--- config.mk ---
export PLATFORM = sky130hd
export DESIGN_NAME = alu_response_tx
export DESIGN_NICKNAME = d
export VERILOG_FILES = /design/src/rtl/alu_pkg.sv /design/src/rtl/alu_frame_shifter.sv /design/src/rtl/alu_response_tx.sv
export SDC_FILE = /design/constraint.sdc
export NUM_CORES = 1
export LEC_CHECK = 0
export BUFFER_PORTS_ARGS = -buffer_cell sky130_fd_sc_hd__buf_2
export CORE_MARGIN = 3
export CORE_UTILIZATION = 46
export DETAILED_ROUTE_END_ITERATION = 6
export GPL_TIMING_DRIVEN = 1
export PLACE_DENSITY = 0.67
export SYNTH_ARGS = -nofsm -noshare
export SYNTH_HDL_FRONTEND = slang
export SYNTH_SLANG_ARGS = --single-unit
--- constraint.sdc ---
create_clock -name clk -period 3.1 [get_ports clk]
set_input_delay 0.465 -clock clk [delete_from_list [all_inputs] [get_ports clk]]
set_output_delay 0.465 -clock clk [all_outputs]
set_load 0.005 [all_outputs]
--- src/rtl/alu_pkg.sv ---
// alu_pkg: shared types, constants and helpers for the serial ALU link.
// Holds frame format, error-flag type, CRC3 and error-payload functions.
package alu_pkg;

  typedef enum logic {
    DATA = 1'b0,
    CTL  = 1'b1
  } frame_type_t;

  typedef logic [2:0] err_flags_t;

  localparam int FRAME_LEN   = 11;
  localparam int DATA_FRAMES = 4;

  typedef enum logic [2:0] {
    S_IDLE,
    S_LOAD_DATA,
    S_LOAD_ERR,
    S_SHIFT,
    S_GAP
  } tx_state_t;

  // Serial CRC, poly x^3+x+1, MSB of d first.
  function automatic logic [2:0] nextCRC3_D37(
    input logic [36:0] d,
    input logic [2:0]  c
  );
    logic [2:0] r;
    logic       fb;
    r = c;
    for (int i = 36; i >= 0; i--) begin
      fb = r[2] ^ d[i];
      r  = {r[1], r[0] ^ fb, fb};
    end
    return r;
  endfunction

  // {1, e[5:0], p}: only the highest set flag survives,
  // no flag at all reads as ERR_OP; p makes the byte even.
  function automatic logic [7:0] err_payload(
    input err_flags_t f
  );
    logic [2:0] one;
    logic [5:0] e;
    if (f[2])      one = 3'b100;
    else if (f[1]) one = 3'b010;
    else           one = 3'b001;
    e = {one, one};
    return {1'b1, e, ^{1'b1, e}};
  endfunction

endpackage

--- src/rtl/alu_frame_shifter.sv ---
// alu_frame_shifter: 11-bit frame serialiser, MSB first, idles at 1.
// Ports: clk, rst, i_load, i_type, i_byte -> o_sout, o_frame_end.
module alu_frame_shifter
  import alu_pkg::*;
(
  input  logic        clk,
  input  logic        rst,
  input  logic        i_load,
  input  frame_type_t i_type,
  input  logic [7:0]  i_byte,
  output logic        o_sout,
  output logic        o_frame_end
);

  localparam logic [3:0] LAST_BIT = 4'(FRAME_LEN - 1);

  logic [FRAME_LEN-1:0] r_sh;
  logic [3:0]           r_cnt;
  logic                 r_act;

  always_ff @(posedge clk or posedge rst) begin
    if (rst) begin
      r_sh  <= '1;
      r_cnt <= '0;
      r_act <= 1'b0;
    end else if (i_load) begin
      r_sh  <= {1'b0, i_type, i_byte, 1'b1};
      r_cnt <= '0;
      r_act <= 1'b1;
    end else begin
      // ones shift in behind the frame, so the line idles high
      r_sh <= {r_sh[FRAME_LEN-2:0], 1'b1};
      if (r_act) begin
        if (r_cnt == LAST_BIT) begin
          r_act <= 1'b0;
          r_cnt <= '0;
        end else begin
          r_cnt <= r_cnt + 4'd1;
        end
      end
    end
  end

  assign o_sout      = r_sh[FRAME_LEN-1];
  assign o_frame_end = r_act && (r_cnt == LAST_BIT);

endmodule

--- src/rtl/alu_response_tx.sv ---
// alu_response_tx: serial response transmitter (4 data + CRC ctl frame,
// or one error ctl frame). Ports: clk, rst, tx_valid/tx_ready, tx_err,
// tx_c, tx_flags, tx_err_flags -> sout, tx_done.
// ALU_TX_GAP_EN: two idle bits between frames of a data response.
module alu_response_tx
  import alu_pkg::*;
(
  input  logic        clk,
  input  logic        rst,
  input  logic        tx_valid,
  output logic        tx_ready,
  input  logic        tx_err,
  input  logic [31:0] tx_c,
  input  logic [3:0]  tx_flags,
  input  logic [2:0]  tx_err_flags,
  output logic        sout,
  output logic        tx_done
);

`ifdef ALU_TX_GAP_EN
  localparam bit GAP_EN = 1'b1;
`else
  localparam bit GAP_EN = 1'b0;
`endif

  localparam logic [2:0] CTL_IDX = 3'(DATA_FRAMES);

  tx_state_t   r_state;
  tx_state_t   w_next;
  logic [31:0] r_c;
  logic [3:0]  r_flags;
  logic [2:0]  r_frm;
  logic        r_gap;
  logic        r_done;

  logic        w_fend;
  logic        w_more;
  logic [2:0]  w_crc;
  logic [2:0]  w_nfrm;
  logic [7:0]  w_nbyte;
  frame_type_t w_ntype;
  logic        w_load;
  frame_type_t w_type;
  logic [7:0]  w_byte;
  logic        w_end;

  assign w_more = (r_frm != CTL_IDX);
  assign w_nfrm = r_frm + 3'd1;
  assign w_crc  = nextCRC3_D37({r_c, 1'b0, r_flags}, 3'b000);

  always_comb begin
    w_nbyte = {1'b0, r_flags, w_crc};
    w_ntype = CTL;
    unique case (w_nfrm)
      3'd1: begin w_nbyte = r_c[23:16]; w_ntype = DATA; end
      3'd2: begin w_nbyte = r_c[15:8];  w_ntype = DATA; end
      3'd3: begin w_nbyte = r_c[7:0];   w_ntype = DATA; end
      default: ;
    endcase
  end

  always_ff @(posedge clk or posedge rst) begin
    if (rst) r_state <= S_IDLE;
    else     r_state <= w_next;
  end

  always_comb begin
    w_next = r_state;
    unique case (r_state)
      S_IDLE: begin
        if (tx_valid)
          w_next = tx_err ? S_LOAD_ERR : S_LOAD_DATA;
      end
      S_LOAD_ERR: begin
        if (w_fend) w_next = S_IDLE;
      end
      S_LOAD_DATA, S_SHIFT: begin
        if (w_fend) begin
          if (!w_more)     w_next = S_IDLE;
          else if (GAP_EN) w_next = S_GAP;
          else             w_next = S_SHIFT;
        end
      end
      S_GAP: begin
        if (r_gap) w_next = S_SHIFT;
      end
      default: w_next = S_IDLE;
    endcase
  end

  always_comb begin
    tx_ready = 1'b0;
    w_load   = 1'b0;
    w_type   = DATA;
    w_byte   = '0;
    w_end    = 1'b0;
    unique case (r_state)
      S_IDLE: begin
        tx_ready = 1'b1;
        if (tx_valid) begin
          w_load = 1'b1;
          w_type = tx_err ? CTL : DATA;
          w_byte = tx_err ? err_payload(tx_err_flags)
                          : tx_c[31:24];
        end
      end
      S_LOAD_ERR: w_end = w_fend;
      S_LOAD_DATA, S_SHIFT: begin
        if (w_fend) begin
          if (!w_more) begin
            w_end = 1'b1;
          end else if (!GAP_EN) begin
            w_load = 1'b1;
            w_type = w_ntype;
            w_byte = w_nbyte;
          end
        end
      end
      S_GAP: begin
        if (r_gap) begin
          w_load = 1'b1;
          w_type = w_ntype;
          w_byte = w_nbyte;
        end
      end
      default: ;
    endcase
  end

  always_ff @(posedge clk or posedge rst) begin
    if (rst) begin
      r_c     <= '0;
      r_flags <= '0;
      r_frm   <= '0;
      r_gap   <= 1'b0;
      r_done  <= 1'b0;
    end else begin
      r_done <= w_end;
      // r_gap is 0 on entry to S_GAP: two idle bit times
      r_gap  <= (r_state == S_GAP) ? ~r_gap : 1'b0;
      if (r_state == S_IDLE && tx_valid) begin
        r_c     <= tx_c;
        r_flags <= tx_flags;
        r_frm   <= '0;
      end else if (w_load) begin
        r_frm <= w_nfrm;
      end
    end
  end

  assign tx_done = r_done;

  alu_frame_shifter u_shifter (
    .clk         (clk),
    .rst         (rst),
    .i_load      (w_load),
    .i_type      (w_type),
    .i_byte      (w_byte),
    .o_sout      (sout),
    .o_frame_end (w_fend)
  );

endmodule

* Yosys cells after proc, flatten, opt, wreduce, memory -nomap -nowiden
Cells that the tools add are included.
** Operators by class
- Eq/ne operators :: 13
- Reduce and logical (&&, ||, !) cells :: 9
- Bitwise gates (word level) :: 71
- $add $sub $neg :: 2
- Mux-type cells :: 44
** Operators with widths (number)
- XOR 1 bit :: 70
- case mux 8 bit (3 select lines) :: 2
- 2-to-1 mux 8 bit :: 5
- 2-to-1 mux 3 bit :: 9
- 2-to-1 mux 1 bit :: 17
- equality test 3 x 2 -> 1 bit, second input constant :: 4
- 2-to-1 mux 4 bit :: 3
- case mux 3 bit (4 select lines) :: 1
- 2-to-1 mux 11 bit :: 1
- != test 2 bit, second input constant :: 4
- XOR reduction 7 bit :: 1
- equality test 3 x 1 -> 1 bit, second input constant :: 2
- 2-to-1 mux 2 bit :: 3
- case mux 1 bit (3 select lines) :: 2
- adder 4 x 1 -> 4 bit, second input constant :: 1
- equality test 4 bit, second input constant :: 1
- AND reduction 4 bit :: 1
- nonzero test 2 bit :: 2
- adder 3 x 1 -> 3 bit, second input constant :: 1
- equality test 3 bit, second input constant :: 1
- logical NOT 3 bit :: 1
- != test 3 bit, second input constant :: 1
- OR reduction 3 bit :: 1
- logical AND 1 bit :: 2
- 3 further kinds :: 3
** Word-level totals
- Logic and storage cells :: 148
- Bits in registers :: 60
- Bits of input ports :: 43

* Longest topological paths before layout
- Depth in word-level cells :: 40
- Depth in mapped cells :: 9
- Depth with buffers taken out :: 7

* Hierarchy
Synthesis repeated with hierarchy kept, for this count alone.
** Second synthesis, totals
- Cells, all modules :: 328
- Area total of the unflattened synthesis :: 3101.7 µm²
** By module, submodules not included
- alu_response_tx :: cells an instance 277, times used 1, area an instance 2441.1 µm², seq. area each 1051.0 µm²
- alu_frame_shifter :: cells an instance 51, times used 1, area an instance 660.6 µm², seq. area each 387.9 µm²

* Least setup slack after synthesis
Ideal clock, no wire load.
- Path type :: register -> register
- Start :: register r_frm[0]
- End :: register u_shifter.r_sh[4]
- Slack :: 1.223 ns
- Cell stages (with the launch flop) :: 10
- Arrival :: 1.779 ns
- Path buffers :: 2
- Path through :: dfrtp_1 -> inv_1 -> ha_1 -> clkbuf_1 -> nor3_1 -> or2_2 -> clkbuf_1 -> nor2_1 -> a211oi_1 -> a221oi_1
** Between the ends
- Cells in the longest elaborated chain, start to end :: 7
** Ends and longest elaborated chain
- from (decl) :: RTL line alu_response_tx.sv:32 : logic [2:0] r_frm;
- from (signal assigned) :: RTL line alu_response_tx.sv:146 : r_frm <= w_nfrm;
- adder 3 x 1 -> 3 bit :: RTL line alu_response_tx.sv:48 : assign w_nfrm = r_frm + 3'd1;
- equality test 3 x 2 -> 1 bit or equality test 3 x 1 -> 1 bit (tied branches) :: RTL line alu_response_tx.sv:54 : unique case (w_nfrm)
- case mux 8 bit (3 select lines) :: RTL line alu_response_tx.sv:54
- 2-to-1 mux 8 bit :: RTL line alu_response_tx.sv:110 : if (!w_more) begin
- 2-to-1 mux 8 bit :: RTL line alu_response_tx.sv:109 : if (w_fend) begin
- case mux 8 bit (3 select lines) :: RTL line alu_response_tx.sv:97 : unique case (r_state)
- 2-to-1 mux 11 bit (*) :: RTL line alu_frame_shifter.sv:26 : end else if (i_load) begin
- to (signal assigned) :: RTL line alu_frame_shifter.sv:27 : r_sh <= {1'b0, i_type, i_byte, 1'b1};
- to (signal assigned) :: RTL line alu_frame_shifter.sv:32 : r_sh <= {r_sh[FRAME_LEN-2:0], 1'b1};
- to (decl) :: RTL line alu_frame_shifter.sv:17 : logic [FRAME_LEN-1:0] r_sh;
Mark *: on every way between the ends. The rest lies on a longest branch, timed or not.
A chain may end at the register's enable or synchronous reset.

* Worst setup path in the final report
- Start :: register u_shifter.r_cnt[2]
- End :: register u_shifter.r_sh[2]
** Between the ends
- Cells in the longest elaborated chain, start to end :: 5
** Ends and longest elaborated chain
- from (decl) :: RTL line alu_frame_shifter.sv:18 : logic [3:0] r_cnt;
- from (signal assigned) :: RTL line alu_frame_shifter.sv:38 : r_cnt <= r_cnt + 4'd1;
- equality test 4 bit (*) :: RTL line alu_frame_shifter.sv:45 : assign o_frame_end = r_act && (r_cnt == LAST_BIT);
- logical AND 1 bit (*) :: RTL line alu_frame_shifter.sv:45
- 2-to-1 mux 8 bit or 2-to-1 mux 1 bit (tied branches) :: RTL line alu_response_tx.sv:109
- case mux 8 bit (3 select lines) or case mux 1 bit (3 select lines) (tied branches) :: RTL line alu_response_tx.sv:97
- 2-to-1 mux 11 bit (*) :: RTL line alu_frame_shifter.sv:26
Marks and branches as above.

==> qor.txt <==
======================================================================================
Largest fanout on the critical path                                                 15
Detailed-routing iteration count for the pre-antenna-repair pass                     6
# rows                                                                              28
Max Cap Viol                                                                         0
Post-detailed-placement cell area                                             3260 µm²
Vias                                                                              2315
Storage element area                                                          1440 µm²
Clock tree buffer depth                                                              2
Hold WC Path Type                                                         primary input to register
Yosys top cell area share                                                        39.5%
Chip Width                                                                     86.5 µm
Overall track demand over capacity in global routing                             19.7%
Post-detailed-route DRC marker count                                                 0
Final design utilization                                                         56.7%
CTS tree                                                                         built
Post-Route Setup TNS                                                              0 ns
Share of post-route cells with drive strength above 1                            21.4%
Via count of the first global-routing pass                                        2360
Die Area                                                                      7480 µm²
Final std cell area, no fill                                                  3460 µm²
Post-synthesis cell type with the largest combined area                        dfrtp_1
Unrepaired setup endpoints after global routing                                  false
Max IR drop VDD                                                                 905 µV
Delay of the slowest critical-path stage                                       0.44 ns
Global-route wire length before repair                                        11300 µm
Detailed-route vias per instance                                                  5.17
Minimum hold slack                                                            0.310 ns
Mean instance size in the synthesized netlist                                 9.19 µm²
Biggest area contributors in the synthesized netlist                      dfrtp_1 (39%), nand2_1 (16%), dfstp_2 (8.8%)
Clock buffers created by TritonCTS                                                   9
Status                                                                       completed
Starting utilization of the core area                                            48.9%
Final Skew                                                                  0.00637 ns
Category of the critical setup timing path                                register to register
Multi-input logic area                                                        1450 µm²
Post-CTS resize count                                                                0
Maximum number of pins on one net before global-route repair                        52
Nets@finish                                                                        416
Worst setup slack after placement                                             0.782 ns
Post-Syn Nets                                                                      372
Sum of routed wire length over all layers                                      6710 µm
Die outline height                                                             86.5 µm
Maximum clock frequency                                                        424 MHz
Slowest library cell on the worst path                                          or3b_1
Final Cycle Share                                                                76.0%
Number of filler cells placed in the layout                                        570
Kind of end point of the critical path                                        register
CTS Hold Bufs                                                                        0
Rel. slew slack                                                                  29.3%
Smallest setup slack after layout                                             0.744 ns
Count of port buffers added during placement                                        44
Post-DRT Antenna Nets                                                                0
Post-CTS Setup Repair Bufs                                                           0
I/O pin count                                                                       46
RePlAce Congestion                                                               0.862
Slew Limit Fails                                                                     0
Synth-to-layout area growth                                                      16.0%
Later-pin clock latency in the skew report                                     0.34 ns
Clock slew at the register clock pins of the worst setup and hold paths        0.06 ns
Leakage power figure                                                           1.75 nW
Core Box Area                                                                 6100 µm²
Post-Syn Area                                                                 2980 µm²
# H-tree levels                                                                      3
Iter 0 DRT Violations                                                              168
Data required time at the worst endpoint                                       3.37 ns
List of cells traversed by the critical path                              nor2b_1, or3b_1, nand2b_1, buf_4, and2b_2, nand2_1, a21oi_1
Count of warnings emitted by yosys                                                   0
Power density relative to cell area                                        1270 nW/µm²
Post-Syn Instances                                                                 324
Flop and latch count out of synthesis                                               57
Initial antenna violation count                                                      0
Post-layout min period                                                         2.36 ns
Final Hold Viols                                                                     0
Number of setup violations in the final report                                       0
Clock root cell                                                               clkbuf_8
Clock sinks                                                                         57
Slew at the pin closest to its max-slew limit                                  1.06 ns
DP HPWL                                                                        4880 µm
Crit start category                                                           register
Wire length per cell                                                           15.0 µm
Sequential share of the synthesized area                                         48.3%
Cell variety after synth                                                            40
N_diodes                                                                             0
Crit path DAT                                                                  2.63 ns
Grt total ovfl                                                                       0
======================================================================================
==> layout make-up <==
cell class / count / area share [%]
Multi-Input combinational cell: 246 / 41.8
Sequential cell: 57 / 41.6
Timing Repair Buffer: 50 / 7.67
Clock buffer: 13 / 4.60
Tap cell: 75 / 2.71
Clock inverter: 3 / 1.16
Inverter: 4 / 0.434
==> kinds of logic (layout without fill, tap and decap cells) <==
| kind of cell | Yosys count | in the layout | share of synthesized area [%] |
|---|---|---|---|
| flops | 57 | 57 | 48.3 |
| buf+inv | 21 | 70 | 3.19 |
| compound gates | 39 | 39 | 9.53 |
| simple gates | 167 | 167 | 23.5 |
| fa+ha+maj | 5 | 5 | 2.10 |
| xor+xnor | 34 | 34 | 13.0 |
| mux | 1 | 1 | 0.378 |
==> synth_stat cells, drive strengths merged <==
cell and count:
a211oi 5, a21boi 1, a21o 1, a21oi 6
a221o 1, a221oi 2, a222oi 8, a22oi 1
a31oi 2, and2 2, and2b 2, and3 1
and3b 1, buf 3, clkbuf 14, dfrtp 47
dfstp 10, ha 5, inv 4, mux2 1
nand2 124, nand2b 3, nand3 2, nand3b 1
nor2 16, nor2b 5, nor3 5, nor3b 3
o211ai 1, o21ai 9, o32ai 2, or2 1
or3b 1, xnor2 21, xnor3 6, xor2 7
==> stage by stage <==
step / cells / total power, mW
after global routing: 448 / 4.71
after CTS: 448 / 4.42
after detailed placement: 432 / 3.71
after floorplan: 324 / 3.28
after global placement: 432 / 3.64
final: 448 / 4.38
==> cells in the final DEF (no fill, tap or decap), types with 2 or more instances in the layout <==
| cell type | instances |
|---|---|
| nand2_1 | 124 |
| dfrtp_1 | 47 |
| buf_2 | 44 |
| xnor2_1 | 20 |
| nor2_1 | 16 |
| clkbuf_8 | 11 |
| dfstp_2 | 10 |
| o21ai_0 | 9 |
| a222oi_1 | 8 |
| xor2_1 | 7 |
| xnor3_1 | 6 |
| buf_4 | 6 |
| nor2b_1 | 5 |
| a21oi_1 | 5 |
| nor3_1 | 5 |
| a211oi_1 | 5 |
| ha_1 | 5 |
| nand2b_1 | 3 |
| inv_1 | 3 |
| nor3b_1 | 3 |
| and2_1 | 2 |
| nand3_1 | 2 |
| a221oi_1 | 2 |
| a31oi_1 | 2 |
| o32ai_1 | 2 |
| clkbuf_1 | 2 |
| clkinv_2 | 2 |
==> layer usage <==
| metal | global-route usage (%) | vias to the layer above | wire (µm) | part of all wire, % |
|---|---|---|---|---|
| li1 | - | 1153 | - | - |
| met4 | 6.94 | 0 | 107 | 1.6 |
| met5 | 0 | - | 0 | 0 |
| met3 | 5.61 | 11 | 291 | 4.3 |
| met2 | 32.5 | 54 | 3330 | 50 |
| met1 | 24.7 | 1097 | 2980 | 44 |
==> path summary, 6_finish.rpt <==
| kind | start | slack [ns] | cells past startpoint | endpoint |
|---|---|---|---|---|
| min reg2reg | u_shifter.r_sh[9]$_DFF_PP1_ | 0.49 | 1 | u_shifter.r_sh[10]$_DFF_PP1_ |
| max in group asynchronous | rst | 1.93 | 3 | u_shifter.r_sh[5]$_DFF_PP1_ |
| min in group asynchronous | rst | 0.39 | 2 | r_flags[0]$_DFFE_PP0P_ |
| max | u_shifter.r_cnt[2]$_DFFE_PP0P_ | 0.74 | 7 | u_shifter.r_sh[2]$_DFF_PP1_ |
| max reg2reg | u_shifter.r_cnt[2]$_DFFE_PP0P_ | 0.74 | 7 | u_shifter.r_sh[2]$_DFF_PP1_ |
| min | tx_c[12] | 0.31 | 3 | r_c[12]$_DFFE_PP0P_ |
==> report_power, final <==
| part | internal [mW] | switching [mW] |
|---|---|---|
| Sequential | 1.11 | 0.314 |
| Clock | 0.413 | 0.287 |
| Combinational | 1.28 | 0.977 |
==> worst max-delay path: cells and delay by family, from the launching register on <==
family                 cells  cell delay, ns
AOI/OAI and AO/OA          1            0.14
buffers and inverters      1            0.29
DFF                        1            0.41
and+or+nand+nor            5            1.44
==> state kept, by name (all words and copies together), names as in the netlist <==
signal,count
r_state,2
u_shifter.r_cnt,4
r_frm,3
r_c,32
u_shifter.r_act,1
r_flags,4
tx_done,1
u_shifter.r_sh,10
(Power assumes the default switching activity.)
